<file path="src/rtl/pipelined_addsub_unit_pkg.sv">
// Shared ALU definitions: operation encodings and default datapath geometry.
package alu_pkg;

   localparam int ALU_WIDTH     = 32;
   localparam int ALU_SEG_WIDTH = 8;

   typedef enum logic [1:0] {
      OP_ADD  = 2'b00,
      OP_SUB  = 2'b01,
      OP_SLT  = 2'b10,
      OP_SLTU = 2'b11
   } alu_op_t;

endpackage

</file>
<file path="src/rtl/pipelined_addsub_unit_if.sv">
// Operand/result stream bundle for the pipelined add/sub unit.
interface pipelined_addsub_unit_if
   import alu_pkg::*;
#(
   parameter int WIDTH = ALU_WIDTH
);

   logic             in_valid;
   logic             in_ready;
   alu_op_t          op;
   logic [WIDTH-1:0] x;
   logic [WIDTH-1:0] y;
   logic             out_valid;
   logic             out_ready;
   logic [WIDTH-1:0] result;
   logic             carry;
   logic             overflow;
   logic             zero;

   // master: the client issuing operands and consuming results
   modport master (
      output in_valid, op, x, y, out_ready,
      input  in_ready, out_valid, result, carry, overflow, zero
   );

   modport slave (
      input  in_valid, op, x, y, out_ready,
      output in_ready, out_valid, result, carry, overflow, zero
   );

endinterface

</file>
<file path="src/rtl/pipelined_addsub_unit_slice.sv">
// One carry-chain slice: SEG_WIDTH-bit adder plus the stage register that
// follows it. The register payload is assembled by the parent stage.
module addsub_slice
   import alu_pkg::*;
#(
   parameter int SEG_WIDTH = ALU_SEG_WIDTH,
   parameter int DW        = 1
) (
   input  logic                 clk,
   input  logic                 rst,
   input  logic                 i_en,
   input  logic [SEG_WIDTH-1:0] i_a,
   input  logic [SEG_WIDTH-1:0] i_b,
   input  logic                 i_cin,
   output logic [SEG_WIDTH-1:0] o_sum,
   output logic                 o_cout,
   input  logic [DW-1:0]        i_d,
   output logic [DW-1:0]        o_q
);

   logic [DW-1:0] r_q;

   assign {o_cout, o_sum} = {1'b0, i_a} + {1'b0, i_b} + {{SEG_WIDTH{1'b0}}, i_cin};

   always_ff @(posedge clk) begin
      if (rst)
         r_q <= '0;
      else if (i_en)
         r_q <= i_d;
   end

   assign o_q = r_q;

endmodule

</file>
<file path="src/rtl/pipelined_addsub_unit.sv">
// Pipelined ADD/SUB/SLT/SLTU unit: one carry-chain slice per stage, global
// stall on back-pressure, flags resolved in the last stage. Needs NSTAGE >= 2.
module pipelined_addsub_unit
   import alu_pkg::*;
#(
   parameter int WIDTH     = ALU_WIDTH,
   parameter int SEG_WIDTH = ALU_SEG_WIDTH
) (
   input logic                     clk,
   input logic                     rst,
   pipelined_addsub_unit_if.slave  bus
);

   localparam int NSTAGE = WIDTH / SEG_WIDTH;

   logic             w_adv;
   logic             w_cin;
   logic [WIDTH-1:0] w_b;

   assign w_adv       = !bus.out_valid || bus.out_ready;
   assign bus.in_ready = w_adv;

   // Subtract-type ops fold the +1 into the slice-0 carry-in.
   assign w_cin = (bus.op != OP_ADD);
   assign w_b   = w_cin ? ~bus.y : bus.y;

   for (genvar k = 0; k < NSTAGE; k++) begin : g_stage
      // sx: resolved sum in the low k slices, untouched x above them.
      // bu: b bits from slice k upward, right-aligned.
      localparam int LO   = k * SEG_WIDTH;
      localparam int BI_W = WIDTH - LO;
      localparam int DW   = (k < NSTAGE-1) ? (4 + WIDTH + BI_W - SEG_WIDTH) : (WIDTH + 4);

      logic [WIDTH-1:0]     w_sx_in;
      logic [BI_W-1:0]      w_bu_in;
      logic                 w_ci;
      logic                 w_vi;
      alu_op_t              w_op_in;
      logic [SEG_WIDTH-1:0] w_sum;
      logic                 w_co;
      logic [DW-1:0]        w_d;
      logic [DW-1:0]        w_q;

      if (k == 0) begin : g_first
         assign w_sx_in = bus.x;
         assign w_bu_in = w_b;
         assign w_ci    = w_cin;
         assign w_vi    = bus.in_valid;
         assign w_op_in = bus.op;
      end else begin : g_next
         assign w_sx_in = g_stage[k-1].g_mid.w_sx_q;
         assign w_bu_in = g_stage[k-1].g_mid.w_bu_q;
         assign w_ci    = g_stage[k-1].g_mid.w_co_q;
         assign w_vi    = g_stage[k-1].g_mid.w_vld_q;
         assign w_op_in = g_stage[k-1].g_mid.w_op_q;
      end

      addsub_slice #(
         .SEG_WIDTH (SEG_WIDTH),
         .DW        (DW)
      ) u_slice (
         .clk    (clk),
         .rst    (rst),
         .i_en   (w_adv),
         .i_a    (w_sx_in[LO +: SEG_WIDTH]),
         .i_b    (w_bu_in[SEG_WIDTH-1:0]),
         .i_cin  (w_ci),
         .o_sum  (w_sum),
         .o_cout (w_co),
         .i_d    (w_d),
         .o_q    (w_q)
      );

      if (k < NSTAGE-1) begin : g_mid
         localparam int UP_W = BI_W - SEG_WIDTH;

         logic [WIDTH-1:0] w_sx_nx;
         logic [WIDTH-1:0] w_sx_q;
         logic [UP_W-1:0]  w_bu_q;
         logic             w_co_q;
         logic             w_vld_q;
         alu_op_t          w_op_q;

         always_comb begin
            w_sx_nx                     = w_sx_in;
            w_sx_nx[LO +: SEG_WIDTH]    = w_sum;
         end

         assign w_d = {w_vi, w_op_in, w_co, w_sx_nx, w_bu_in[BI_W-1:SEG_WIDTH]};

         assign w_bu_q  = w_q[UP_W-1:0];
         assign w_sx_q  = w_q[UP_W +: WIDTH];
         assign w_co_q  = w_q[UP_W+WIDTH];
         assign w_op_q  = alu_op_t'(w_q[UP_W+WIDTH+1 +: 2]);
         assign w_vld_q = w_q[DW-1];
      end else begin : g_last
         logic [WIDTH-1:0] w_s;
         logic [WIDTH-1:0] w_res;
         logic             w_xm;
         logic             w_bm;
         logic             w_v;
         logic             w_zero;

         always_comb begin
            w_s                  = w_sx_in;
            w_s[LO +: SEG_WIDTH] = w_sum;
            w_xm                 = w_sx_in[WIDTH-1];
            w_bm                 = w_bu_in[SEG_WIDTH-1];
            w_v                  = (w_xm == w_bm) && (w_s[WIDTH-1] != w_xm);
            w_res                = w_s;
            if (w_op_in == OP_SLT)
               w_res = {{(WIDTH-1){1'b0}}, w_s[WIDTH-1] ^ w_v};
            else if (w_op_in == OP_SLTU)
               w_res = {{(WIDTH-1){1'b0}}, ~w_co};
            w_zero               = (w_res == '0);
         end

         // The final stage register doubles as the output register.
         assign w_d = {w_vi, w_res, w_co, w_v, w_zero};

         assign bus.out_valid = w_q[WIDTH+3];
         assign bus.result    = w_q[WIDTH+2:3];
         assign bus.carry     = w_q[2];
         assign bus.overflow  = w_q[1];
         assign bus.zero      = w_q[0];
      end
   end

endmodule

</file>
<file path="src/flat_wrapper.sv">
// flat-port wrapper written by rule: the top's interface ports become plain ports
module pipelined_addsub_unit_flat import alu_pkg::*;
#(
   parameter int WIDTH     = ALU_WIDTH,
   parameter int SEG_WIDTH = ALU_SEG_WIDTH
)
  (clk, rst, bus_in_valid, bus_op, bus_x, bus_y, bus_out_ready, bus_in_ready, bus_out_valid, bus_result, bus_carry, bus_overflow, bus_zero);
  pipelined_addsub_unit_if #(.WIDTH(WIDTH)) bus_i ();
  input logic clk;
  input logic rst;
  input wire logic [$bits(bus_i.in_valid)-1:0] bus_in_valid;
  input wire logic [$bits(bus_i.op)-1:0] bus_op;
  input wire logic [$bits(bus_i.x)-1:0] bus_x;
  input wire logic [$bits(bus_i.y)-1:0] bus_y;
  input wire logic [$bits(bus_i.out_ready)-1:0] bus_out_ready;
  output wire logic [$bits(bus_i.in_ready)-1:0] bus_in_ready;
  output wire logic [$bits(bus_i.out_valid)-1:0] bus_out_valid;
  output wire logic [$bits(bus_i.result)-1:0] bus_result;
  output wire logic [$bits(bus_i.carry)-1:0] bus_carry;
  output wire logic [$bits(bus_i.overflow)-1:0] bus_overflow;
  output wire logic [$bits(bus_i.zero)-1:0] bus_zero;
  assign bus_i.in_valid = bus_in_valid;
  assign bus_i.op = bus_op;
  assign bus_i.x = bus_x;
  assign bus_i.y = bus_y;
  assign bus_i.out_ready = bus_out_ready;
  assign bus_in_ready = bus_i.in_ready;
  assign bus_out_valid = bus_i.out_valid;
  assign bus_result = bus_i.result;
  assign bus_carry = bus_i.carry;
  assign bus_overflow = bus_i.overflow;
  assign bus_zero = bus_i.zero;
  pipelined_addsub_unit #(.WIDTH(WIDTH), .SEG_WIDTH(SEG_WIDTH)) u_core (.clk(clk), .rst(rst), .bus(bus_i));
endmodule
</file>
<file path="config.mk">
export PLATFORM = sky130hd
export DESIGN_NAME = pipelined_addsub_unit_flat
export DESIGN_NICKNAME = d
export VERILOG_FILES = /design/src/rtl/pipelined_addsub_unit_pkg.sv /design/src/rtl/pipelined_addsub_unit_if.sv /design/src/rtl/pipelined_addsub_unit_slice.sv /design/src/rtl/pipelined_addsub_unit.sv /design/src/flat_wrapper.sv
export SDC_FILE = /design/constraint.sdc
export NUM_CORES = 1
export LEC_CHECK = 0
export CORE_MARGIN = 2
export CORE_UTILIZATION = 58
export DETAILED_ROUTE_END_ITERATION = 16
export GPL_ROUTABILITY_DRIVEN = 0
export PLACE_DENSITY = 0.93
export SLEW_MARGIN = 0
export SYNTH_ARGS = -nofsm -noshare
export SYNTH_HDL_FRONTEND = slang
export SYNTH_SLANG_ARGS = --single-unit
export TNS_END_PERCENT = 20
</file>
<file path="constraint.sdc">
create_clock -name clk -period 7.4 [get_ports clk]
set_clock_uncertainty 0.05 [all_clocks]
set_input_delay 1.48 -clock clk [delete_from_list [all_inputs] [get_ports clk]]
set_output_delay 1.48 -clock clk [all_outputs]
set_load 0.01 [all_outputs]
</file>
### Yosys cells after proc, flatten, opt, wreduce, memory -nomap -nowiden

Index checks and enable logic that the tools add are counted.

| storage, ports and cells | value |
|---|---|
| logic and storage cells | 27 |
| input bits | 70 |
| output and inout port bits | 37 |
| register bits after elaboration | 192 |

| cells by class | value |
|---|---|
| bitwise gates (word level) | 3 |
| reductions and logical operators | 5 |
| add/subtract/negate cells | 8 |
| muxes and demuxes | 3 |
| eq/ne operators | 4 |

Operators by type and width:

| kind | number |
|---|---|
| $mux W32 | 3 |
| $add A8 B8 Y9 | 4 |
| $add A9 B1 Y9 | 4 |
| $logic_not A32 Y1 | 1 |
| $not A32 Y32 | 1 |
| $eq A2 B2 Y1 const B | 2 |
| $reduce_bool A2 Y1 | 1 |
| $eq A1 B1 Y1 | 1 |
| $logic_and A1 B1 Y1 | 1 |
| $logic_not A1 Y1 | 1 |
| $logic_or A1 B1 Y1 | 1 |
| $ne A1 B1 Y1 | 1 |
| $not A1 Y1 | 1 |
| $xor A1 B1 Y1 | 1 |

### Depth between registers and ports, before layout

| logic depth | value |
|---|---|
| depth after elaboration | 7 |
| gate-level depth with buffers | 14 |
| mapped depth without buffers | 14 |

### By module

A second synthesis with hierarchy kept.

| unflattened totals | value |
|---|---|
| cell total of the unflattened synthesis | 876 |
| area, all modules | 8685.8 µm² |

By module, submodules not included:

| module | area each (µm²) | times used | seq. area each (µm²) | cells an instance |
|---|---|---|---|---|
| addsub_slice at u_core.g_stage[0].u_slice | 2433.6 | 1 | 1201.2 | 234 |
| addsub_slice at u_core.g_stage[1].u_slice | 2140.8 | 1 | 1041.0 | 210 |
| addsub_slice at u_core.g_stage[2].u_slice | 1871.8 | 1 | 880.8 | 184 |
| addsub_slice at u_core.g_stage[3].u_slice | 1590.3 | 1 | 720.7 | 156 |
| pipelined_addsub_unit | 649.4 | 1 | 0.0 | 92 |

### Worst setup path before layout

Ideal clock, no wire load.

| timing path | value |
|---|---|
| path kind | input-to-output |
| start point | in bus_out_ready |
| end point | out bus_in_ready |
| stages on the path | 6 |
| data arrival time | 2.243 ns |
| required time | 5.870 ns |
| slack | 3.627 ns |
| buffers on the path | 4 |
| cells stage by stage | nor2b_1 > buf_2 > inv_1 > buf_2 > buf_2 > buf_2 |

| between the ends | value |
|---|---|
| cells in the longest elaborated chain, start to end | 1 |

RTL lines:

| item | RTL line | source |
|---|---|---|
| from (decl) | flat_wrapper.sv:15 | `input wire logic [$bits(bus_i.out_ready)-1:0] bus_out_ready;` |
| $logic_or A1 B1 Y1 | pipelined_addsub_unit.sv:20 | `assign w_adv = !bus.out_valid \|\| bus.out_ready;` |
| to (decl) | flat_wrapper.sv:16 | `output wire logic [$bits(bus_i.in_ready)-1:0] bus_in_ready;` |

Every way passes these cells.

### Worst setup path after layout

Same ends and word-level chain as after synthesis.

==> results.md <==
Floorplan:
- The die is 123 µm tall.
- The effective utilization at floorplan is 0.594.
- The total I/O pin count is 107.
- The number of standard-cell rows in the floorplan is 43.
- The die is 123 µm wide.
- The die outline area is 15200 µm².
- The core region is 13900 µm².

Logic synthesis:
- The netlist uses 44 different library cells.
- After synthesis the netlist holds a flip-flop and latch count of 192.
- The share of synthesized area in the top cell type comes to 0.467.
- After technology mapping, the gate count stands at 1012.
- Summing every instance area after synthesis gives 8240 µm².
- The sequential fraction of the synthesis area is 0.467.
- The number of synthesized flops with an enable pin is 0.
- The top cell type by total area after synthesis is sky130_fd_sc_hd__dfxtp_1.
- The most used flip-flop cell after synthesis is sky130_fd_sc_hd__dfxtp_1.
- The share of async-settable or async-resettable flops after synthesis is 0.
- In this run the mean area of a mapped cell was 8.14 µm².
- The number of warnings reported in the yosys synthesis log is 0.
- After synthesis, the cell types taking the most area are sky130_fd_sc_hd__dfxtp_1, sky130_fd_sc_hd__nand2_1, sky130_fd_sc_hd__a21oi_1.
- The number of nets produced by synthesis is 1118.

Final layout:
- Relative to the synthesized area, the layout overhead comes to 20.0%.
- The number of flip-flops in the largest register is 192.
- The net count reported at finish is 1180.
- The share of post-route cells with drive strength above 1 is 0.0469.
- The share of the core filled with cells is 0.712.
- The number of diodes is 0.

Worst setup path:
- The kind of critical path is input port to output pin.
- The critical path data arrival time is 3.30 ns.
- The nature of the critical path endpoint is an output pin.
- The worst setup path is launched from an input port.
- The required arrival time at the worst endpoint is 5.87 ns.
- For the worst flop-to-flop path, the logic depth is 14.
- The critical-path maximum fanout is 84.

CTS:
- The root cell of the clock tree is sky130_fd_sc_hd__clkbuf_16.
- The clock tree synthesis step divided the H-tree into 4 levels.
- The post-cts hold buffer count is 0.
- The clock latency of the later-clocked register in the worst-skew pair is 0.44 ns.
- Buffers added to address setup during post-CTS repair amount to 0.
- Clock tree synthesis inserted a total of 17 buffers.
- TritonCTS built the clock tree.
- The post-CTS resize count is 0.
- CTS saw 192 sinks.
- The clock transition at the registers of the reported paths is 0.07 ns.
- The maximum clock insertion buffer count is 2.

Detailed routing:
- The overall via count from detail_route is 7067.
- The number of nets with antenna violations after routing is 0.
- In the final routed layout, each cell accounts on average for 14.7 µm.
- In this run, the number of DRC markers left after iteration 0 of detailed routing was 705.
- For this run, the detailed router's first-pass iteration total came to 7.
- The final wirelength is 18.6 mm.
- In the routed design, unresolved DRC markers number 0.
- Dividing the detail-routed via count by the number of cells gives 5.58.

STA:
- The setup-violating endpoint count in the final report is 0.
- The routed design could run at a clock period as short as 4.83 ns.
- For the pin with the worst max-slew slack, the measured transition is 1.10 ns.
- The setup TNS is 0 ns.
- Setup repair after global routing left no endpoint under its margin.
- Dividing the final minimum period by the clock period gives 0.653.
- Measured against its own limit, the worst slew margin works out to 0.267.
- The number of pins with negative max-slew slack in the final report is 0.
- Timing would allow up to 207 MHz.
- The hold violation total from the final report is 0.

Pwr:
- Of the total power, the clock network draws 0.389.
- Power spread over the standard cell area amounts to 236 nW/µm².
- The share of total power dissipated in combinational logic is 0.121.
- The internal portion of the total power is 0.00174 W.
- The static power due to leakage is 3.80 nW.
- The switching power summed over all nets is 0.000595 W.
- The switching part of the total is 0.255.
- IR analysis of the VDD net gives a maximum drop of 0.000174 V.
- The sequential share of power is 0.490.

Global route:
- The overall global routing resource usage is 0.255.
- The initial antenna violation count is 0.
- For this run the aggregate overflow at the end of global routing stands at 0.
- The wire length of the first global-routing pass is 30.7 mm.
- The via count of the first global-routing pass is 6614.
- The largest net degree at the start of global routing is 111.

Placed design:
- The number of buffers inserted by port buffering is 106.
- Detailed placement finished with a half-perimeter wire length of 11.8 mm.

Run status:
- The run finished with clean final reports.

Job:
- Across the run, the number of max-cap violations was 0.

Hold path:
- The class of the tightest hold or removal check is flip-flop to flip-flop.
- Along the worst hold path, the cell count comes to 2.
[final timing paths]
path | end | start | slack, ns
setup / recovery | bus_in_ready | bus_out_ready | 2.57
setup reg to reg | u_core.g_stage[3].u_slice.o_q[0]$_SDFFE_PP0P_ | u_core.g_stage[2].u_slice.o_q[40]$_SDFFE_PP0P_ | 3.83
hold reg to reg | u_core.g_stage[0].u_slice.o_q[20]$_SDFFE_PP0P_ | u_core.g_stage[0].u_slice.o_q[20]$_SDFFE_PP0P_ | 0.40
hold / removal | u_core.g_stage[0].u_slice.o_q[20]$_SDFFE_PP0P_ | u_core.g_stage[0].u_slice.o_q[20]$_SDFFE_PP0P_ | 0.40
[synth_stat cells (3+ instances only)]
library cell,number
sky130_fd_sc_hd__nor2b_1,10
sky130_fd_sc_hd__nor4_1,5
sky130_fd_sc_hd__buf_2,18
sky130_fd_sc_hd__a22oi_1,3
sky130_fd_sc_hd__nand2b_1,4
sky130_fd_sc_hd__or4_1,5
sky130_fd_sc_hd__or3_1,3
sky130_fd_sc_hd__dfxtp_1,192
sky130_fd_sc_hd__inv_1,13
sky130_fd_sc_hd__nand2_1,310
sky130_fd_sc_hd__a311oi_1,3
sky130_fd_sc_hd__nand3_1,4
sky130_fd_sc_hd__o31ai_1,3
sky130_fd_sc_hd__nor2_1,35
sky130_fd_sc_hd__a21oi_1,171
sky130_fd_sc_hd__clkbuf_1,48
sky130_fd_sc_hd__xor2_1,10
sky130_fd_sc_hd__nor3_1,8
sky130_fd_sc_hd__o21bai_1,4
sky130_fd_sc_hd__fa_1,8
sky130_fd_sc_hd__a211oi_1,12
sky130_fd_sc_hd__xnor2_1,40
sky130_fd_sc_hd__nand3b_1,29
sky130_fd_sc_hd__a21o_1,5
sky130_fd_sc_hd__o21ai_0,17
sky130_fd_sc_hd__ha_1,28
[cells by family after synthesis]
logic type	Yosys count	synth area share
AOI/OAI and AO/OA	233	0.159
xor gates and xnor gates	50	0.0532
adders and majority gates	36	0.0620
buffers and inverters	81	0.0396
DFF	192	0.467
muxes	1	0.00121
and+or+nand+nor	419	0.219
[per-layer routing]
layer  up-vias  GRT usage  routed length, µm
li1       3494          -                  -
met1      3245      0.336               8120
met2       292      0.415               8870
met3        36     0.0489               1180
met4         0     0.0987                398
met5         -          0                  0
[placed cells by master, fill, tap and decap left out, types with 4 or more instances in the layout]
| cell | netlist | layout |
|---|---|---|
| sky130_fd_sc_hd__nand2b_1 | 4 | 4 |
| sky130_fd_sc_hd__clkdlybuf4s50_1 | 0 | 105 |
| sky130_fd_sc_hd__nand3b_1 | 29 | 29 |
| sky130_fd_sc_hd__xnor2_1 | 40 | 40 |
| sky130_fd_sc_hd__nor3_1 | 8 | 8 |
| sky130_fd_sc_hd__or4_1 | 5 | 5 |
| sky130_fd_sc_hd__o21ai_0 | 17 | 17 |
| sky130_fd_sc_hd__nor2_1 | 35 | 34 |
| sky130_fd_sc_hd__inv_1 | 13 | 12 |
| sky130_fd_sc_hd__buf_4 | 0 | 6 |
| sky130_fd_sc_hd__a211oi_1 | 12 | 12 |
| sky130_fd_sc_hd__nand2_1 | 310 | 310 |
| sky130_fd_sc_hd__a21o_1 | 5 | 5 |
| sky130_fd_sc_hd__a21oi_1 | 171 | 171 |
| sky130_fd_sc_hd__nand3_1 | 4 | 4 |
| sky130_fd_sc_hd__inv_6 | 0 | 5 |
| sky130_fd_sc_hd__nor4_1 | 5 | 5 |
| sky130_fd_sc_hd__fa_1 | 8 | 8 |
| sky130_fd_sc_hd__ha_1 | 28 | 28 |
| sky130_fd_sc_hd__xor2_1 | 10 | 10 |
| sky130_fd_sc_hd__clkbuf_16 | 0 | 17 |
| sky130_fd_sc_hd__o21bai_1 | 4 | 4 |
| sky130_fd_sc_hd__dfxtp_1 | 192 | 192 |
| sky130_fd_sc_hd__nor2b_1 | 10 | 9 |
[critical path, cell delays in order]
cell	delay (ns)
sky130_fd_sc_hd__clkdlybuf4s50_1	0.52
sky130_fd_sc_hd__nor2b_4	0.06
sky130_fd_sc_hd__inv_4	0.55
sky130_fd_sc_hd__clkdlybuf4s50_1	0.67
[power by group through the flow]
stage / logic [W] / clock network, W / registers, W
after floorplan: 0.000179 / 0 / 0.00116
after global placement: 0.000267 / 0 / 0.00116
after detailed placement: 0.000277 / 0 / 0.00116
after CTS: 0.000282 / 0.000911 / 0.00114
after global routing: 0.000315 / 0.000956 / 0.00115
final: 0.000283 / 0.000908 / 0.00114
[layout make-up]
cell class | instances | area [µm²]
Timing Repair Buffer | 111 | 1100
Inverter | 13 | 51.3
Multi-Input combinational cell | 739 | 4080
Clock buffer | 20 | 467
Tap cell | 180 | 225
Sequential cell | 192 | 3840
Fill cell | 1045 | 3990
Clock inverter | 12 | 121
[stage by stage]
stage | power, W | hold slack [ns] | cell area (µm²) | cells | setup WS [ns]
final | 0.00233 | 0.402 | 9890 | 1267 | 2.57
after global routing | 0.00242 | 0.416 | 9890 | 1267 | 2.47
after CTS | 0.00233 | 0.404 | 9890 | 1267 | 2.57
after detailed placement | 0.00144 | 0.395 | 9300 | 1235 | 2.57
after global placement | 0.00143 | 0.388 | 9300 | 1235 | 2.59
after floorplan | 0.00133 | 0.375 | 8240 | 1012 | 3.63
Note: power is estimated with default switching activity, not from simulation.
